### src/rtl/sdfa_weight_distributor_if.sv
// Weight-stream bundle between the source, the distributor and the NUM_BLK compute blocks.
// The slave modport is the distributor's view; the master modport is the surrounding system's view.
interface sdfa_weight_distributor_if #(
  parameter int NUM_BLK = 9,
  parameter int W_WIDTH = 8
);
  logic                       w_valid_in;
  logic [W_WIDTH-1:0]         weight_in;
  logic                       w_request_out;
  logic [NUM_BLK-1:0]         blk_w_valid;
  logic [NUM_BLK*W_WIDTH-1:0] blk_weight;
  logic [NUM_BLK-1:0]         blk_w_request;
  logic [NUM_BLK-1:0]         blk_w_set_done;

  modport master (
    output w_valid_in, weight_in, blk_w_request, blk_w_set_done,
    input  w_request_out, blk_w_valid, blk_weight
  );

  modport slave (
    input  w_valid_in, weight_in, blk_w_request, blk_w_set_done,
    output w_request_out, blk_w_valid, blk_weight
  );
endinterface

### src/rtl/sdfa_weight_distributor.sv
// Steers the incoming weight stream to the compute blocks, WORDS_PER_BLK words each in
// ascending order, skipping masked blocks and waiting for each block's set-done.
module sdfa_weight_distributor #(
  parameter int NUM_BLK       = 9,
  parameter int WORDS_PER_BLK = 114688,
  parameter int W_WIDTH       = 8,
  parameter int CNT_W         = 17,
  parameter int IDX_W         = 4
) (
  input  logic                     clk,
  input  logic                     rstn,
  input  logic                     start,
  input  logic [NUM_BLK-1:0]       blk_mask,
  sdfa_weight_distributor_if.slave wif,
  output logic [IDX_W-1:0]         cur_blk,
  output logic                     busy,
  output logic                     all_done,
  output logic                     overrun_err
);

  typedef enum logic [1:0] {
    S_IDLE     = 2'd0,
    S_LOAD     = 2'd1,
    S_WAIT_ACK = 2'd2,
    S_DONE     = 2'd3
  } state_e;

  state_e                     state_q, state_d;
  logic [CNT_W-1:0]           cnt_q, cnt_d;
  logic [NUM_BLK-1:0]         mask_q, mask_d;
  logic [IDX_W-1:0]           cur_blk_q, cur_blk_d;
  logic                       busy_q, busy_d;
  logic                       all_done_q, all_done_d;
  logic                       overrun_q, overrun_d;
  logic [NUM_BLK-1:0]         valid_q, valid_d;
  logic [NUM_BLK*W_WIDTH-1:0] weight_q, weight_d;

  logic [NUM_BLK-1:0] sel;
  logic               accept;
  logic               cur_done;
  logic               last_word;
  logic               first_found, next_found;
  logic [IDX_W-1:0]   first_idx, next_idx;

  // Start takes priority, so a word presented alongside start is never forwarded.
  assign accept    = (state_q == S_LOAD) && wif.w_valid_in && !start;
  assign last_word = (cnt_q == CNT_W'(WORDS_PER_BLK - 1));
  assign cur_done  = |(sel & wif.blk_w_set_done);

  for (genvar gi = 0; gi < NUM_BLK; gi++) begin : g_blk
    assign sel[gi]     = (cur_blk_q == IDX_W'(gi));
    assign valid_d[gi] = accept && sel[gi];
    assign weight_d[gi*W_WIDTH +: W_WIDTH] = (accept && sel[gi]) ? wif.weight_in : '0;
  end

  assign wif.w_request_out = (state_q == S_LOAD) && |(sel & wif.blk_w_request);

  // Priority search from the top down leaves the lowest qualifying index.
  always_comb begin
    first_found = 1'b0;
    first_idx   = '0;
    next_found  = 1'b0;
    next_idx    = '0;
    for (int i = NUM_BLK - 1; i >= 0; i--) begin
      if (!blk_mask[i]) begin
        first_found = 1'b1;
        first_idx   = IDX_W'(i);
      end
      if (!mask_q[i] && (IDX_W'(i) > cur_blk_q)) begin
        next_found = 1'b1;
        next_idx   = IDX_W'(i);
      end
    end
  end

  always_comb begin
    state_d   = state_q;
    cnt_d     = cnt_q;
    mask_d    = mask_q;
    cur_blk_d = cur_blk_q;
    overrun_d = overrun_q;
    if (start) begin
      mask_d    = blk_mask;
      cnt_d     = '0;
      overrun_d = 1'b0;
      if (first_found) begin
        cur_blk_d = first_idx;
        state_d   = S_LOAD;
      end else begin
        cur_blk_d = '0;
        state_d   = S_DONE;
      end
    end else begin
      case (state_q)
        S_LOAD: begin
          if (wif.w_valid_in) begin
            if (last_word) begin
              cnt_d   = '0;
              state_d = S_WAIT_ACK;
            end else begin
              cnt_d = cnt_q + CNT_W'(1);
            end
          end
        end
        S_WAIT_ACK: begin
          if (cur_done) begin
            if (next_found) begin
              cur_blk_d = next_idx;
              state_d   = S_LOAD;
            end else begin
              state_d = S_DONE;
            end
          end
        end
        default: ;
      endcase
      if (wif.w_valid_in && (state_q != S_LOAD)) begin
        overrun_d = 1'b1;
      end
    end
    busy_d     = (state_d == S_LOAD) || (state_d == S_WAIT_ACK);
    all_done_d = !start && (state_q == S_DONE) && (&(wif.blk_w_set_done | mask_q));
  end

  always_ff @(posedge clk or negedge rstn) begin
    if (!rstn) begin
      state_q    <= S_IDLE;
      cnt_q      <= '0;
      mask_q     <= '0;
      cur_blk_q  <= '0;
      busy_q     <= 1'b0;
      all_done_q <= 1'b0;
      overrun_q  <= 1'b0;
      valid_q    <= '0;
      weight_q   <= '0;
    end else begin
      state_q    <= state_d;
      cnt_q      <= cnt_d;
      mask_q     <= mask_d;
      cur_blk_q  <= cur_blk_d;
      busy_q     <= busy_d;
      all_done_q <= all_done_d;
      overrun_q  <= overrun_d;
      valid_q    <= valid_d;
      weight_q   <= weight_d;
    end
  end

  assign wif.blk_w_valid = valid_q;
  assign wif.blk_weight  = weight_q;
  assign cur_blk         = cur_blk_q;
  assign busy            = busy_q;
  assign all_done        = all_done_q;
  assign overrun_err     = overrun_q;

endmodule

### src/flat_wrapper.sv
// flat-port wrapper written by rule: the top's interface ports become plain ports
module sdfa_weight_distributor_flat 
#(
  parameter int NUM_BLK       = 9,
  parameter int WORDS_PER_BLK = 114688,
  parameter int W_WIDTH       = 8,
  parameter int CNT_W         = 17,
  parameter int IDX_W         = 4
)
  (clk, rstn, start, blk_mask, cur_blk, busy, all_done, overrun_err, wif_w_valid_in, wif_weight_in, wif_blk_w_request, wif_blk_w_set_done, wif_w_request_out, wif_blk_w_valid, wif_blk_weight);
  sdfa_weight_distributor_if #(.NUM_BLK(NUM_BLK), .W_WIDTH(W_WIDTH)) wif_i ();
  input  logic clk;
  input  logic rstn;
  input  logic start;
  input  logic [NUM_BLK-1:0] blk_mask;
  output logic [IDX_W-1:0] cur_blk;
  output logic busy;
  output logic all_done;
  output logic overrun_err;
  input wire logic [$bits(wif_i.w_valid_in)-1:0] wif_w_valid_in;
  input wire logic [$bits(wif_i.weight_in)-1:0] wif_weight_in;
  input wire logic [$bits(wif_i.blk_w_request)-1:0] wif_blk_w_request;
  input wire logic [$bits(wif_i.blk_w_set_done)-1:0] wif_blk_w_set_done;
  output wire logic [$bits(wif_i.w_request_out)-1:0] wif_w_request_out;
  output wire logic [$bits(wif_i.blk_w_valid)-1:0] wif_blk_w_valid;
  output wire logic [$bits(wif_i.blk_weight)-1:0] wif_blk_weight;
  assign wif_i.w_valid_in = wif_w_valid_in;
  assign wif_i.weight_in = wif_weight_in;
  assign wif_i.blk_w_request = wif_blk_w_request;
  assign wif_i.blk_w_set_done = wif_blk_w_set_done;
  assign wif_w_request_out = wif_i.w_request_out;
  assign wif_blk_w_valid = wif_i.blk_w_valid;
  assign wif_blk_weight = wif_i.blk_weight;
  sdfa_weight_distributor #(.NUM_BLK(NUM_BLK), .WORDS_PER_BLK(WORDS_PER_BLK), .W_WIDTH(W_WIDTH), .CNT_W(CNT_W), .IDX_W(IDX_W)) u_core (.clk(clk), .rstn(rstn), .start(start), .blk_mask(blk_mask), .wif(wif_i), .cur_blk(cur_blk), .busy(busy), .all_done(all_done), .overrun_err(overrun_err));
endmodule
### config.mk
export PLATFORM = sky130hd
export DESIGN_NAME = sdfa_weight_distributor_flat
export DESIGN_NICKNAME = d
export VERILOG_FILES = /design/src/rtl/sdfa_weight_distributor_if.sv /design/src/rtl/sdfa_weight_distributor.sv /design/src/flat_wrapper.sv
export SDC_FILE = /design/constraint.sdc
export NUM_CORES = 1
export LEC_CHECK = 0
export CORE_AREA = 4 4 92 115
export DETAILED_ROUTE_END_ITERATION = 8
export DIE_AREA = 0 0 96 119
export PLACE_DENSITY_LB_ADDON = 0.3
export SLEW_MARGIN = 20
export SYNTH_ARGS = -nofsm -noshare
export SYNTH_HDL_FRONTEND = slang
export SYNTH_SLANG_ARGS = --single-unit
### constraint.sdc
create_clock -name clk -period 3.35 [get_ports clk]
set_clock_uncertainty 0.2 [all_clocks]
set_input_delay 0.5025 -clock clk [delete_from_list [all_inputs] [get_ports clk]]
set_output_delay 0.5025 -clock clk [all_outputs]
set_load 0.05 [all_outputs]
## Yosys cells after proc, flatten, opt, wreduce, memory -nomap -nowiden

Cells that the tools add are included.

- Register bits: 116
- Latch bits: 0
- Bits in writable memories: 0
- Bits in read-only memories: 0
- Input bits: 39
- Memories kept: 0

- Add/subtract/negate cells: 1
- Multipliers: 0
- Divide/modulo/power cells: 0
- $lt $le $gt $ge: 9
- Equal/unequal tests: 15
- Shifts and indexed selects: 0
- Mux-type cells: 63
- Bitwise logic cells: 3
- Reductions and logical operators: 47

Operator list:

| kind | number |
|---|---|
| $mux W4 | 23 |
| $mux W8 | 9 |
| $mux W17 | 4 |
| $logic_and A1 B1 Y1 | 24 |
| $mux W1 | 20 |
| $and A9 B9 Y9 | 2 |
| $reduce_or A9 Y1 | 2 |
| $add A17 B1 Y17 const B | 1 |
| $eq A17 B17 Y1 const B | 1 |
| $eq A4 B3 Y1 const B | 4 |
| $gt A3 B4 Y1 const A | 4 |
| $mux W2 | 6 |
| $reduce_bool A2 Y1 | 6 |
| $logic_not A1 Y1 | 10 |
| $or A9 B9 Y9 | 1 |
| $reduce_and A9 Y1 | 1 |
| $eq A4 B2 Y1 const B | 2 |
| $gt A1 B4 Y1 const A | 2 |
| $gt A2 B4 Y1 const A | 2 |
| $eq A2 B2 Y1 const B | 3 |
| $eq A2 B1 Y1 const B | 2 |
| $eq A4 B1 Y1 const B | 1 |
| $eq A4 B4 Y1 const B | 1 |
| $gt A4 B4 Y1 const A | 1 |
| other kinds (6) | 6 |

## Longest topological paths before layout

- Depth after elaboration: 17
- Depth in mapped cells: 8

## Worst setup path before layout

OpenSTA, ideal clock, no wires.

- Kind: reg2out
- Start point: register u_core.cur_blk_q[0] (netlist: u_core.cur_blk[0])
- End point: output wif_w_request_out
- Arrival time: 2.184 ns
- Required time: 2.647 ns
- Slack: 0.463 ns
- Cell stages (with the launch flop): 7
- Buffers on the path: 2
- Path through: dfrtp_1 -> buf_2 -> buf_1 -> mux2_2 -> a221oi_1 -> a311oi_1 -> o21a_1

- Word-level cells in the longest chain between the ends: 4
- Elaborated cells between the ends (all ways): 12
- Those cells by class: eq/ne: 8; bitwise: 1; reduce/logical: 3

Ends and longest elaborated chain:

| what | line | RTL |
|---|---|---|
| start: declaration | sdfa_weight_distributor.sv:31 | `logic [IDX_W-1:0] cur_blk_q, cur_blk_d;` |
| start signal: assignment | sdfa_weight_distributor.sv:140 | `cur_blk_q <= cur_blk_d;` |
| $eq A4 B1 Y1 (tied with other cells) | sdfa_weight_distributor.sv:51 | `assign sel[gi] = (cur_blk_q == IDX_W'(gi));` |
| $and A9 B9 Y9 * | sdfa_weight_distributor.sv:56 | `assign wif.w_request_out = (state_q == S_LOAD) && \|(sel & wif.blk_w_request);` |
| $reduce_or A9 Y1 * | sdfa_weight_distributor.sv:56 |  |
| $logic_and A1 B1 Y1 * | sdfa_weight_distributor.sv:56 |  |
| end: declaration | flat_wrapper.sv:24 | `output wire logic [$bits(wif_i.w_request_out)-1:0] wif_w_request_out;` |

Mark *: on every way between the ends. The rest lies on a longest branch, timed or not.

## Worst setup path after layout

- Start point: register u_core.cur_blk_q[1] (netlist: u_core.cur_blk[1])
- End point: output wif_w_request_out

Same word-level chain as after synthesis.

==> run metrics <==
status=finished, violations left; failing checks=hold timing; min Tclk post-route=3040 ps; DRC Markers=0; Starting Density=50.5%; CP startpoint kind=register; final worst path period share=90.8%; FILL cells=680; peak supply drop=0.475 mV; Max transition margin=44.1%; top-count cell post-synth=dfrtp_1; Post-CTS Setup Inserts=0; Via density=5.23; crit end category=output pin; boundary pin count=128; Worst-Margin Slew=838 ps; critical path class=register to output pin; Root Buffer=clkbuf_16; P per Cell Area=606 mW/mm²; Pleak=3.04 nW; Final Max Slew Viols=0; endpoints failing hold=5; die height=119 µm; synth warn=0; sequential fraction of the synthesis area=60.1%; fraction of registers with async set/reset=100%; most instantiated cells after synthesis=dfrtp_1 (116), and2_1 (72), nor2_1 (30); n_diodes=0; final wirelength=11.4 mm; # hold bufs at CTS=0; placed insts=665; EDFF count, synth=0; antenna violations before repair=0; CTS tree=done; Seq cells post-synth=116; setup ws final=309 ps; Die X=96 µm; ys flop type=dfrtp_1; final setup fails=0; Overflow after GRT=0; CP arrival=2340 ps; unrepaired setup endpoints after global routing=no; min-delay worst type=input port to asynchronous set/reset pin; Routed Antenna Nets=0; setup TNS=0 ps; worst endpoint required time=2650 ps; wire length per cell=16.4 µm; share of cells above drive strength 1=10.7%; syn nets=461; largest cells by area after synthesis=dfrtp_1 (60%), and2_1 (9.3%), o21ai_0 (2.4%), nor2_1 (2.3%), mux2_2 (2.1%); Clk pin slew, worst setup/hold paths=50 ps; Bufs on Longest Clock Path=2; Avg Cell Area, Syn=11.6 µm²; H-tree depth=4; Core Area=0.00956 mm²; maxcap violations=0; drt pass-1 iters=4; Row Count=40; number of global-route vias before repair=3609; Unique masters post-synth=61; die area=0.0114 mm²; highest clock rate=329 MHz; hpwl dp=8.25 mm; Layout Cells excl Fill=696; mapped cell area=0.00483 mm²; dpl ws=697 ps; Cells after Synth=418; post-synth top area share=60.1%; Tot GR Track Use=21.2%; largest net degree at the start of global routing=66; Area Overhead vs Synth=40.2%; via count=3642; GPL Wtd Cong=0.935; Final #Nets=601; CTS resizes=0; Num Clock Sinks=116; first-pass GRT wire length=18.5 mm; Skew-Pair Late Insertion Delay=400 ps; Starting DRT DRC Count=228; PortBufs=127; dominant cell type by area after synthesis=dfrtp_1; Hold Slack=-3.73 ps; Worst Path Max Fanout=25; TritonCTS buffer count=17
-- report_power, final --
group / internal (mW) / switching (mW)
clock: 1.07 / 0.586
sequential: 1.48 / 0.104
combinational: 0.340 / 0.533
-- area by class of cell --
type / count / area [µm²] / share of cell area, %
clock buffers: 22 / 474 / 7.00
clock inverters: 9 / 80.1 / 1.18
inverters: 11 / 41.3 / 0.610
multi-input cells: 278 / 1790 / 26.4
flip-flops and latches: 116 / 2900 / 42.9
well taps: 126 / 158 / 2.33
repair buffers: 134 / 1330 / 19.7
-- path summary, 6_finish.rpt --
check / from / endpoint / depth (start not counted) / slack (ps)
setup / recovery: u_core.cur_blk[1]$_DFFE_PN0P_ / wif_w_request_out / 5 / 310
hold / removal: rstn / u_core.wif.blk_weight[57]$_DFF_PN0_ / 1 / -4
setup reg to reg: u_core.cur_blk[1]$_DFFE_PN0P_ / u_core.cur_blk[1]$_DFFE_PN0P_ / 6 / 610
hold reg to reg: u_core.cnt_q[3]$_DFFE_PN0P_ / u_core.cnt_q[3]$_DFFE_PN0P_ / 1 / 310
max in group asynchronous: rstn / u_core.wif.blk_weight[4]$_DFF_PN0_ / 2 / 2230
min in group clk: u_core.cnt_q[3]$_DFFE_PN0P_ / u_core.cnt_q[3]$_DFFE_PN0P_ / 1 / 310
-- metal layers --
layer	global-route usage [%]	share of wire, %	vias to the layer above
li1	-	-	1717
met1	26.3	41	1761
met2	35.4	51	153
met3	6.57	6.9	11
met4	5.69	1.0	0
met5	0	0	-
-- per-stage QoR --
step,utilization (%),area [µm²],total power [mW]
floorplan,-,4830,2.19
global placement,65.1,6220,2.45
detailed placement,65.1,6220,2.47
CTS,70.9,6770,4.13
global route,70.9,6770,4.30
finish,70.9,6770,4.11
-- cell families after synthesis --
family                     synth area share (%)
buffers and inverters                      2.98
adders and majority gates                  1.04
AOI/OAI and AO/OA                          8.67
muxes                                      4.27
xor gates and xnor gates                   1.45
and+or+nand+nor                            21.5
DFF                                        60.1
-- registers in the layout (all words and copies together) (netlist names) --
register,flops
u_core.wif.blk_w_valid,9
u_core.busy,1
u_core.wif.blk_weight,72
u_core.mask_q,9
u_core.overrun_err,1
u_core.cur_blk,4
u_core.all_done,1
u_core.cnt_q,17
u_core.state_q,2
-- critical path, stage by stage (launching register included) --
cell	delay, ps
dfrtp_1	880
nor2_1	240
a221oi_1	340
a311oi_1	80
o21a_1	200
buf_4	180
-- cell usage in the layout (no fill, tap or decap), types with 2 or more instances in the layout --
cell type          n
xnor2_1            5
nand2b_1           5
and3_1             5
nand3_1           11
and2_1            72
o21ai_0           23
nor3b_1            2
ha_1               4
dfrtp_1          116
mux2_4             3
clkbuf_1           2
nor2_1            30
nor2b_1            5
and4_1             2
nand4_1            5
a31oi_1            2
nor3_1             9
nor4_1             2
buf_4              8
clkdlybuf4s50_1  125
nand2_1           25
xor2_1             3
mux2_2             9
mux2i_1            6
clkinvlp_4         4
clkbuf_8           3
a21oi_1            9
inv_1             11
o22ai_1            7
clkinv_2           4
o31ai_1            2
a22oi_1            2
clkbuf_16         17
Note: power is estimated with default switching activity, not from simulation.
